$ cat src/rtl/alu_pkg.sv
// Shared ALU opcode encodings and default data width.
package alu_pkg;

    localparam int ALU_WIDTH = 16;

    localparam logic [1:0] ALU_ADD = 2'b00;
    localparam logic [1:0] ALU_SUB = 2'b01;
    localparam logic [1:0] ALU_AND = 2'b10;
    localparam logic [1:0] ALU_OR  = 2'b11;

endpackage

$ cat src/rtl/alu_ref_model.sv
// Combinational golden ALU model: result modulo 2^WIDTH plus zero flag.
module alu_ref_model
    import alu_pkg::*;
#(
    parameter int WIDTH = ALU_WIDTH
) (
    input  logic [WIDTH-1:0] a_i,
    input  logic [WIDTH-1:0] b_i,
    input  logic [1:0]       op_i,
    output logic [WIDTH-1:0] expected_o,
    output logic             exp_zero_o
);

    always_comb begin
        expected_o = '0;
        case (op_i)
            ALU_ADD: expected_o = a_i + b_i;
            ALU_SUB: expected_o = a_i - b_i;
            ALU_AND: expected_o = a_i & b_i;
            ALU_OR:  expected_o = a_i | b_i;
            default: expected_o = '0;
        endcase
    end

    assign exp_zero_o = (expected_o == '0);

endmodule

$ cat src/rtl/alu_check_monitor.sv
// Two-stage self-checking monitor for the 16-bit ALU with saturating pass/fail counters.
// Define ALU_CHK_CAPTURE_EN to add the first-mismatch capture ports.
module alu_check_monitor
    import alu_pkg::*;
#(
    parameter int WIDTH = ALU_WIDTH,
    parameter int CNT_W = 16
) (
    input  logic             clk,
    input  logic             reset,
    input  logic             clear,
    input  logic             in_valid,
    input  logic [WIDTH-1:0] Data_A,
    input  logic [WIDTH-1:0] Data_B,
    input  logic [1:0]       op_sel,
    input  logic [WIDTH-1:0] ALU_out,
    input  logic             Zero,
    output logic             chk_valid,
    output logic             mismatch,
    output logic [WIDTH-1:0] expected,
    output logic             any_error,
    output logic [CNT_W-1:0] pass_count,
    output logic [CNT_W-1:0] err_count
`ifdef ALU_CHK_CAPTURE_EN
    ,
    output logic             first_err_valid,
    output logic [1:0]       first_err_op,
    output logic [WIDTH-1:0] first_err_a,
    output logic [WIDTH-1:0] first_err_b,
    output logic [WIDTH-1:0] first_err_got
`endif
);

    function automatic logic [CNT_W-1:0] sat_inc(input logic [CNT_W-1:0] v);
        return (&v) ? v : v + CNT_W'(1);
    endfunction

    logic             vld_p1_q;
    logic [WIDTH-1:0] a_p1_q, b_p1_q, got_p1_q;
    logic [1:0]       op_p1_q;
    logic             zero_p1_q;

    logic             vld_p2_q, mis_p2_q;
    logic [WIDTH-1:0] exp_p2_q;
    logic             any_err_q, any_err_d;
    logic [CNT_W-1:0] pass_q, pass_d, err_q, err_d;

    logic [WIDTH-1:0] exp_w;
    logic             exp_zero_w, mis_w;

    alu_ref_model #(.WIDTH(WIDTH)) u_ref (
        .a_i        (a_p1_q),
        .b_i        (b_p1_q),
        .op_i       (op_p1_q),
        .expected_o (exp_w),
        .exp_zero_o (exp_zero_w)
    );

    assign mis_w = (got_p1_q != exp_w) || (zero_p1_q != exp_zero_w);

    always_comb begin
        any_err_d = any_err_q;
        pass_d    = pass_q;
        err_d     = err_q;
        if (vld_p1_q) begin
            if (mis_w) begin
                err_d     = sat_inc(err_q);
                any_err_d = 1'b1;
            end else begin
                pass_d = sat_inc(pass_q);
            end
        end
    end

`ifdef ALU_CHK_CAPTURE_EN
    logic             fe_vld_q;
    logic [1:0]       fe_op_q;
    logic [WIDTH-1:0] fe_a_q, fe_b_q, fe_got_q;
`endif

    always_ff @(posedge clk) begin
        if (reset || clear) begin
            vld_p1_q  <= 1'b0;
            a_p1_q    <= '0;
            b_p1_q    <= '0;
            got_p1_q  <= '0;
            op_p1_q   <= '0;
            zero_p1_q <= 1'b0;
            vld_p2_q  <= 1'b0;
            mis_p2_q  <= 1'b0;
            exp_p2_q  <= '0;
            any_err_q <= 1'b0;
            pass_q    <= '0;
            err_q     <= '0;
`ifdef ALU_CHK_CAPTURE_EN
            fe_vld_q  <= 1'b0;
            fe_op_q   <= '0;
            fe_a_q    <= '0;
            fe_b_q    <= '0;
            fe_got_q  <= '0;
`endif
        end else begin
            // S1: capture the transaction under check
            vld_p1_q <= in_valid;
            if (in_valid) begin
                a_p1_q    <= Data_A;
                b_p1_q    <= Data_B;
                got_p1_q  <= ALU_out;
                op_p1_q   <= op_sel;
                zero_p1_q <= Zero;
            end
            // S2: golden compare result, counters and sticky flag
            vld_p2_q <= vld_p1_q;
            if (vld_p1_q) begin
                exp_p2_q <= exp_w;
                mis_p2_q <= mis_w;
            end
            any_err_q <= any_err_d;
            pass_q    <= pass_d;
            err_q     <= err_d;
`ifdef ALU_CHK_CAPTURE_EN
            if (vld_p1_q && mis_w && !fe_vld_q) begin
                fe_vld_q <= 1'b1;
                fe_op_q  <= op_p1_q;
                fe_a_q   <= a_p1_q;
                fe_b_q   <= b_p1_q;
                fe_got_q <= got_p1_q;
            end
`endif
        end
    end

    assign chk_valid  = vld_p2_q;
    assign mismatch   = mis_p2_q;
    assign expected   = exp_p2_q;
    assign any_error  = any_err_q;
    assign pass_count = pass_q;
    assign err_count  = err_q;

`ifdef ALU_CHK_CAPTURE_EN
    assign first_err_valid = fe_vld_q;
    assign first_err_op    = fe_op_q;
    assign first_err_a     = fe_a_q;
    assign first_err_b     = fe_b_q;
    assign first_err_got   = fe_got_q;
`endif

endmodule

$ cat config.mk
export PLATFORM = sky130hd
export DESIGN_NAME = alu_check_monitor
export DESIGN_NICKNAME = d
export VERILOG_FILES = /design/src/rtl/alu_pkg.sv /design/src/rtl/alu_ref_model.sv /design/src/rtl/alu_check_monitor.sv
export SDC_FILE = /design/constraint.sdc
export NUM_CORES = 1
export LEC_CHECK = 0
export ABC_CLOCK_PERIOD_IN_PS = 5100
export BUFFER_PORTS_ARGS = -buffer_cell sky130_fd_sc_hd__clkbuf_2
export CORE_MARGIN = 2
export CORE_UTILIZATION = 40
export DETAILED_ROUTE_END_ITERATION = 10
export PLACE_DENSITY = 0.66
export SLEW_MARGIN = 20
export SYNTH_ARGS = -nofsm -noshare
export SYNTH_HDL_FRONTEND = slang
export SYNTH_SLANG_ARGS = --single-unit
$ cat constraint.sdc
create_clock -name clk -period 5.1 [get_ports clk]
set_clock_uncertainty 0.2 [all_clocks]
set_input_delay 1.02 -clock clk [delete_from_list [all_inputs] [get_ports clk]]
set_output_delay 1.02 -clock clk [all_outputs]
set_load 0.05 [all_outputs]
; ---- After elaboration in Yosys (flattened, before gate mapping)
; Index checks and enable logic that the tools add are counted.
[op_classes]
addsub = 4
n_eq_ne = 5
muxes = 1
n_bitwise = 5
n_reduce_logical = 9
[op_table]
columns = op, n
row1 = 16-bit case mux with 4 select lines, 1
row2 = 16-bit by 1-bit adder with 16-bit output (second input constant), 2
row3 = 16-bit AND reduction, 2
row4 = 16-bit adder, 1
row5 = 16-bit AND, 1
row6 = 16-bit logical NOT, 1
row7 = 16-bit != test, 1
row8 = 16-bit bitwise OR, 1
row9 = 16-bit subtractor, 1
row10 = 3-bit AND reduction, 2
row11 = 2-bit == test (second input constant), 2
row12 = 1-bit NOT, 3
row13 = 2-bit by 1-bit == test with 1-bit output (second input constant), 1
row14 = 2-bit logical NOT, 1
row15 = 1-bit logical OR, 2
row16 = 2-bit AND reduction, 1
row17 = 1-bit != test, 1
[word_totals]
reg_bits = 103
inputBits = 55
output_inout_bits = 51
elab_cells = 36

; ---- Depth between registers and ports, before layout
; Gate-level depths: netlist (run 1).
[depth]
depth_word = 7
mapped_depth = 21
depth_no_buf = 19

; ---- Modules after synthesis
; A second synthesis (run 1) with hierarchy kept.
[unflattened]
cells_unflattened = 669
area_unflattened_um2 = 5853.1
[by_module_without_submodules]
columns = module, instances, cells_per_inst, area_each_um2, seq_area_each_um2
row1 = alu_check_monitor, 1, 449, 4291.6, 2062.0
row2 = alu_ref_model, 1, 220, 1561.5, 0.0

; ---- Worst setup path before layout (run 1)
; No wires, ideal clock.
[synth_path]
path_type = register to register
start = register op_p1_q[1]
end = register err_q[12] (netlist: err_count[12])
arrival_ns = 4.680
t_required_ns = 4.829
path_slack_ns = 0.149
path_stages_with_launch = 21
path_buffers = 5
period_less_slack_ns = 4.951
path_cell_list = dfxtp_1 > clkbuf_1 > buf_1 > nor2b_1 > clkbuf_1 > a21oi_1 > xnor2_1 > ha_1 > buf_2 > and3_1 > a22o_1 > or4_1 > nand4_1 > nand2b_1 > or4_1 > or3_1 > nand4_2 > nand4_2 > buf_6 > or4_1 > a21oi_1
[synth_via]
elab_chain_cells = 6
word_cells_on_any_way = 10
cone_classes = 5 x eq/ne / 1 x mux / 4 x reduce/logical
[synth_lines]
columns = item, line_no
row1 = "start, declared", alu_check_monitor.sv:40  ; logic [1:0] op_p1_q;
row2 = "start signal, assigned", alu_check_monitor.sv:109  ; op_p1_q <= op_sel;
row3 = "2-bit == test, or another cell as far along", alu_ref_model.sv:16  ; case (op_i)
row4 = 16-bit case mux with 4 select lines *, alu_ref_model.sv:16
row5 = 16-bit logical NOT, alu_ref_model.sv:25  ; assign exp_zero_o = (expected_o == '0);
row6 = 1-bit != test, alu_check_monitor.sv:59  ; assign mis_w = (got_p1_q != exp_w) || (zero_p1_q != exp_zero_w);
row7 = 1-bit logical OR *, alu_check_monitor.sv:59
row8 = 3-bit AND reduction (no line) *, --
row9 = "end signal, assigned", alu_check_monitor.sv:120  ; err_q <= err_d;
row10 = "end, declared", alu_check_monitor.sv:46  ; logic [CNT_W-1:0] pass_q, pass_d, err_q, err_d;
; Mark *: on every way between the ends. The rest lies on a longest branch, timed or not.
; A chain may end at the register's enable or synchronous reset.

; ---- Worst setup path in the final report (run 1)
[layout_path]
start = register b_p1_q[5]
end = register err_q[14] (netlist: err_count[14])
[layout_via]
elab_chain_cells = 6
word_cells_on_any_way = 10
cone_classes = 2 x add/sub / 2 x eq/ne / 1 x mux / 2 x bitwise / 3 x reduce/logical
[layout_lines]
columns = item, line_no
row1 = "start, declared", alu_check_monitor.sv:39  ; logic [WIDTH-1:0] a_p1_q, b_p1_q, got_p1_q;
row2 = "start signal, assigned", alu_check_monitor.sv:107  ; b_p1_q <= Data_B;
row3 = "16-bit subtractor, or another cell as far along", alu_ref_model.sv:18  ; ALU_SUB: expected_o = a_i - b_i;
row4 = 16-bit case mux with 4 select lines *, alu_ref_model.sv:16
row5 = 16-bit logical NOT, alu_ref_model.sv:25
row6 = 1-bit != test, alu_check_monitor.sv:59
row7 = 1-bit logical OR *, alu_check_monitor.sv:59
row8 = 3-bit AND reduction (no line) *, --
; Marked as above.

==> results of run 1 <==
-- sequential cells by signal, indices dropped and copies added, names as in the netlist --
signal and cells:
b_p1_q 16, zero_p1_q 1, op_p1_q 2, got_p1_q 16, err_count 16, expected 16, mismatch 1, any_error 1
chk_valid 1, a_p1_q 16, vld_p1_q 1, pass_count 16
-- power by group --
part / switching, uW / internal, uW / leakage, uW
combinational: 306 / 227 / 0.00218
clock: 330 / 341 / 0.000135
sequential: 17.7 / 821 / 0.000836
total: 654 / 1390 / 0.00315
-- worst reg2reg max path, cell delays in order, from the launching register on --
cell	delay, ps
dfxtp_1	340
nor4_4	310
nor2b_2	220
nand2_1	110
nor2_1	140
a21oi_1	100
xnor2_1	140
ha_1	380
a21o_1	210
o21a_1	180
a311o_1	330
nor3_2	180
o31ai_2	100
or4_4	540
or3_4	360
nand4_4	140
nand4_4	160
or4_1	520
o211a_1	140
-- Yosys cell counts (all sizes together) (16+ instances only) --
cell    count  share of area
nand3      25          0.021
a21oi      35          0.030
nor3       17          0.014
inv        16         0.0099
dfxtp     103           0.34
xor2       28          0.041
nor2      124          0.077
nand2      43          0.027
ha         20          0.041
clkbuf     29          0.018
o21ai      25          0.021
mux2i      59          0.098
-- per-layer routing --
metal  GRT usage  vias up  wire length, um
met4     0.05947        0              242
met5           0        -                0
li1            -     2852                -
met1      0.2623     2627             7520
met2      0.3327      154             7649
met3     0.03416       15              660
-- path summary, 6_finish.rpt --
kind               startpoint            end  slack, ps  cells after the start
setup / recovery    b_p1_q[5]  err_count[14]        200                     18
hold reg to reg   expected[3]    expected[3]        280                      2
hold / removal    expected[3]    expected[3]        280                      2
setup reg to reg    b_p1_q[5]  err_count[14]        200                     18
-- repair_timing --
action                     4_1_cts  5_1_grt
pin swaps                        0        3
setup endpoints to repair        3       32
gates resized for setup          1       27
cloned                           0        1
setup buffers                    0        2
-- through the flow --
stage	std cells	setup slack, ps	hold WS (ps)	util	TNS [ps]
after floorplan	729	149.5	260.4	-	0
after global placement	1008	77.14	271.2	0.4686	0
after detailed placement	1008	-17.91	279.6	0.4686	-50.93
after CTS	1024	33.58	289.1	0.4887	0
after global routing	1027	-89.13	303.5	0.4979	-596.5
final	1027	204.0	283.7	0.4979	0
-- cells by family after synthesis --
kind of cell	Yosys count	synth area share
buf+inv	60	0.04143
simple gates	292	0.2349
flops	103	0.3413
compound gates	141	0.1607
mux	60	0.09963
xor+xnor	43	0.06235
fa+ha+maj	30	0.05965
-- layout make-up --
type                            count  area share
Multi-Input combinational cell    567      0.5281
Sequential cell                   103      0.2832
Timing Repair Buffer              141      0.1097
Tap cell                          184     0.03158
Clock buffer                        9     0.03089
Clock inverter                      7    0.008409
Inverter                           16    0.008238
-- cells in the final DEF, fill, tap and decap left out, drive strengths merged, types with 3 or more instances in the layout --
master and instances:
nand3 25, o21ai 25, mux2i 59, a31oi 4, nand2 43, o2111ai 5, inv 20, a211oi 14
and3 14, a21o 7, o21a 7, or2 3, xnor2 15, nor2b 6, nor4 11, nand4 15
a2111oi 3, o2111a 3, o31ai 7, nor3b 3, a21oi 35, a21boi 3, or3 9, nor3 17
o31a 4, maj3 9, dfxtp 103, nand2b 9, ha 20, or4 7, clkbuf 113, o211ai 4
nor2 124, xor2 28, a41o 3, buf 37
==> flow_metrics.tcl, run 1 <==
set metrics [dict create \
    cp-start-kind "flop" \
    synth_edf_count 0 \
    syn_area_sq_um 6041 \
    worst-path-buf-inv 0 \
    syn_area_per_cell_sq_um 8.286 \
    cts-hold-fix-buffers 0 \
    synthCells 729 \
    worst_pin_slew_ps 937.9 \
    antenna_found_initial 0 \
    area.growth.synth_to_final_pct 20.69 \
    num_io_pins 106 \
    leakagePower_uw 0.003152 \
    final_hold_viol_count 0 \
    arrival_ps 4950 \
    htreeDepth 3 \
    cpPeakStageDelay_ps 540 \
    drc 0 \
    endpoint_kind "flop" \
    synth_ff_type "dfxtp_1" \
    cp_top_family "simple AND/OR/NAND/NOR gates" \
    routabilityCongestion 0.9329 \
    synth-seq-cells 103 \
    crit_path_max_fanout 6 \
    first_pass_iters 5 \
    multi_input_area_sq_um 3850 \
    wirelength_mm 16.07 \
    finalNetCount 914 \
    ir_drop_mv 0.2216 \
    cp_common_cell "nand4_4" \
    power_density_nw_per_um2 280.2 \
    cts_tree "done" \
    synth.net_count 805 \
    first_iter_violations 354 \
    num_antenna_cells 0 \
    status "finished clean" \
    dieArea_sq_um 16100 \
    slew_headroom 0.3747 \
    clk_path_buf_depth 2 \
    path_clk_slew_ps 70 \
    max_cap_violations 0 \
    fin_area_sq_um 7291 \
    numCtsBuffers 9 \
    grt_util_all_layers 0.1985 \
    grt-ovfl-total 0 \
    regArea_sq_um 2064 \
    antenna_left 0 \
    drive_gt1_frac 0.2254 \
    clk_latency_ps 360 \
    dieWidth_um 126.9 \
    start_util 0.4125 \
    cts_sinks 103 \
    vias 5648 \
    clockRootBuffer "clkbuf_16" \
    p_total_uw 2043 \
    grt_pass1_wl_mm 25.95 \
    grt_pass1_vias 5159 \
    drt-wirelength-per-cell_um 15.65 \
    maxSlewViolCount 0 \
    dieHeight_um 126.9 \
    dpl.hpwl_mm 12.01 \
    core_region_area_sq_um 14640 \
    yosysWarnings 0 \
    grt_max_degree 51 \
    numPortBuffers 105 \
    via_per_inst 5.500 \
    criticalPathCategory "reg -> reg" \
    path_cells "nor4_4 > nor2b_2 > nand2_1 > nor2_1 > a21oi_1 > xnor2_1 > ha_1 > a21o_1 > o21a_1 > a311o_1 > nor3_2 > o31ai_2 > or4_4 > or3_4 > nand4_4 > nand4_4 > or4_1 > o211a_1" \
    yosysUniqueCellTypes 66 \
    required_ps 5150 \
    fmax_ghz 0.2042 \
    hold_class "reg -> reg" \
    setup_viol 0 \
    rows 44 \
    ys_seq_area_frac 0.3413 \
    placed_cell_area_sq_um 6862 \
    min_period_over_period 0.9600 \
    fillers 1474 \
    cp_slowest_cell "or4_4" \
    synth-async-reset-ratio 0 \
    period_needed_ps 4896 \
]
Power figures use the tool's default switching activity.
==> run 2: changes to the inputs <==
- ABC_CLOCK_PERIOD_IN_PS: 5100 -> 4000
- clock period: 5.1 -> 4 ns (I/O delays scaled with it)
==> run 2 against run 1 <==
Net effect:
- the run now ends with negative setup slack left
- final cell count up 9.4%
- fmax up 3.3%
- global-route usage up 1.5 points
- critical path depth down 1
- critical endpoint unchanged
- largest power group unchanged
==> flow_metrics.tcl, run 2 (synthesis gave the netlist of run 1 again) <==
set metrics [dict create \
    core_region_area_sq_um 14640 \
    clk_latency_ps 370 \
    via_per_inst 5.352 \
    htreeDepth 3 \
    fmax_ghz 0.2111 \
    period_needed_ps 4738 \
    final_cell_mix "125 x buf_4, 121 x nor2_1, 104 x clkbuf_2, 99 x dfxtp_1, 59 x mux2i_1" \
    numCtsBuffers 9 \
    antenna_left 0 \
    first_iter_violations 253 \
    cp_top_family "simple AND/OR/NAND/NOR gates" \
    power_frac_seq 0.373 \
    path_cells "inv_1 > ha_1 > nor2b_4 > a21oi_2 > xnor2_1 > ha_1 > and3_1 > a22o_1 > or4_4 > nand4_1 > nand2b_1 > or4_4 > or3_4 > nand4_4 > nand4_4 > or4_4 > o211a_1" \
    grt_pass1_vias 5644 \
    dieHeight_um 126.9 \
    arrival_ps 4790 \
    cp_slowest_cell "or4_4" \
    fin_util 0.5709 \
    final_hold_viol_count 0 \
    criticalPathCategory "reg -> reg" \
    worst-path-buf-inv 1 \
    setup_viol 34 \
    status "complete, but fails checks" \
    path_clk_slew_ps 70 \
    finalNetCount 1011 \
    worst_pin_slew_ps 862.5 \
    num_io_pins 106 \
    num_antenna_cells 0 \
    fin_hold_ws_ps 286.5 \
    power_density_nw_per_um2 341.7 \
    maxSlewViolCount 0 \
    rows 44 \
    numPortBuffers 105 \
    routabilityCongestion 0.9259 \
    placed_cell_area_sq_um 7566 \
    vias 6016 \
    switching_power_uw 917.6 \
    dieWidth_um 126.9 \
    antenna_found_initial 0 \
    crit_path_max_fanout 7 \
    fillers 1345 \
    clockRootBuffer "clkbuf_16" \
    setup_ws_ps -738.0 \
    grt_pass1_wl_mm 28.02 \
    violations "negative setup slack" \
    internal_power_uw 1939 \
    slew_headroom 0.4229 \
    area.growth.synth_to_final_pct 38.40 \
    cts_tree "done" \
    start_util 0.4125 \
    max_cap_violations 0 \
    clkPwrFrac 0.303 \
    grt-ovfl-total 0 \
    dpl.hpwl_mm 12.77 \
    grt_util_all_layers 0.2134 \
    wirelength_mm 17.20 \
    fin_area_sq_um 8361 \
    cts_sinks 103 \
    drive_gt1_frac 0.3500 \
    first_pass_iters 4 \
    place_ws_ps -901.6 \
    ir_drop_mv 0.2919 \
    multi_input_area_sq_um 4125 \
    grt_setup_unrepaired "true" \
    cpPeakStageDelay_ps 530 \
    drc 0 \
    min_period_over_period 1.185 \
    cts-hold-fix-buffers 0 \
    endpoint_kind "flop" \
    clk_path_buf_depth 2 \
    grt_max_degree 47 \
    final_common_cell "buf_4" \
    hold_class "reg -> reg" \
    pwr-share-comb 0.324 \
    leakagePower_uw 0.003702 \
    cp_common_cell "or4_4" \
    swShare 0.3212 \
    regArea_sq_um 2069 \
    required_ps 4060 \
    drt-wirelength-per-cell_um 15.30 \
    dieArea_sq_um 16100 \
    cp-start-kind "flop" \
]
[run 2: area by class of cell]
| class | count | area share |
|---|---|---|
| multi-input cells | 566 | 0.4934 |
| well taps | 184 | 0.02754 |
| clock inverters | 7 | 0.007632 |
| flip-flops and latches | 103 | 0.2475 |
| clock buffers | 9 | 0.02694 |
| inverters | 16 | 0.007183 |
| repair buffers | 239 | 0.1898 |
[run 2: worst paths after layout]
kind,startpoint,endpoint,slack [ps],depth (start not counted)
worst max register to register,b_p1_q[0],err_count[14],-740,17
worst max-delay path,b_p1_q[0],err_count[14],-740,17
worst min-delay path,expected[3],expected[3],290,2
worst min register to register,expected[3],expected[3],290,2
[run 2: tightest hold or removal path, stage by stage (launching register included)]
cell and delay (ps):
dfxtp_1 310, nor2_1 80, a211oi_1 50
[run 2: repair_timing]
| action | 4_1_cts | 5_1_grt |
|---|---|---|
| endpoints found under the setup margin | 34 | 34 |
| resized for setup | 34 | 58 |
| endpoints found under the hold margin | 0 | 0 |
| buffers inserted | 11 | 5 |
| pin swaps | 11 | 15 |
[run 2: layer usage]
metal / routed length, um / up-vias / track usage
met4: 328 / 0 / 0.06981
met2: 8383 / 138 / 0.3672
met1: 7752 / 2824 / 0.2732
li1: - / 3027 / -
met3: 733 / 27 / 0.03416
met5: 0 / - / 0
[run 2: power groups by stage]
stage	Sequential, uW	Combinational, uW	Clock, uW
2_1_floorplan	1100	468	0
3_3_place_gp	1090	783	0
3_5_place_dp	1090	789	0
4_1_cts	1060	844	886
5_1_grt	1070	1000	930
6_report	1070	925	866
[run 2: per-stage QoR]
step	power, uW	setup TNS, ps	cells
after floorplan	1569	-17490	729
after global placement	1871	-20900	1092
after detailed placement	1878	-25110	1092
after CTS	2795	-16900	1119
after global routing	3003	-26670	1124
final	2857	-18900	1124
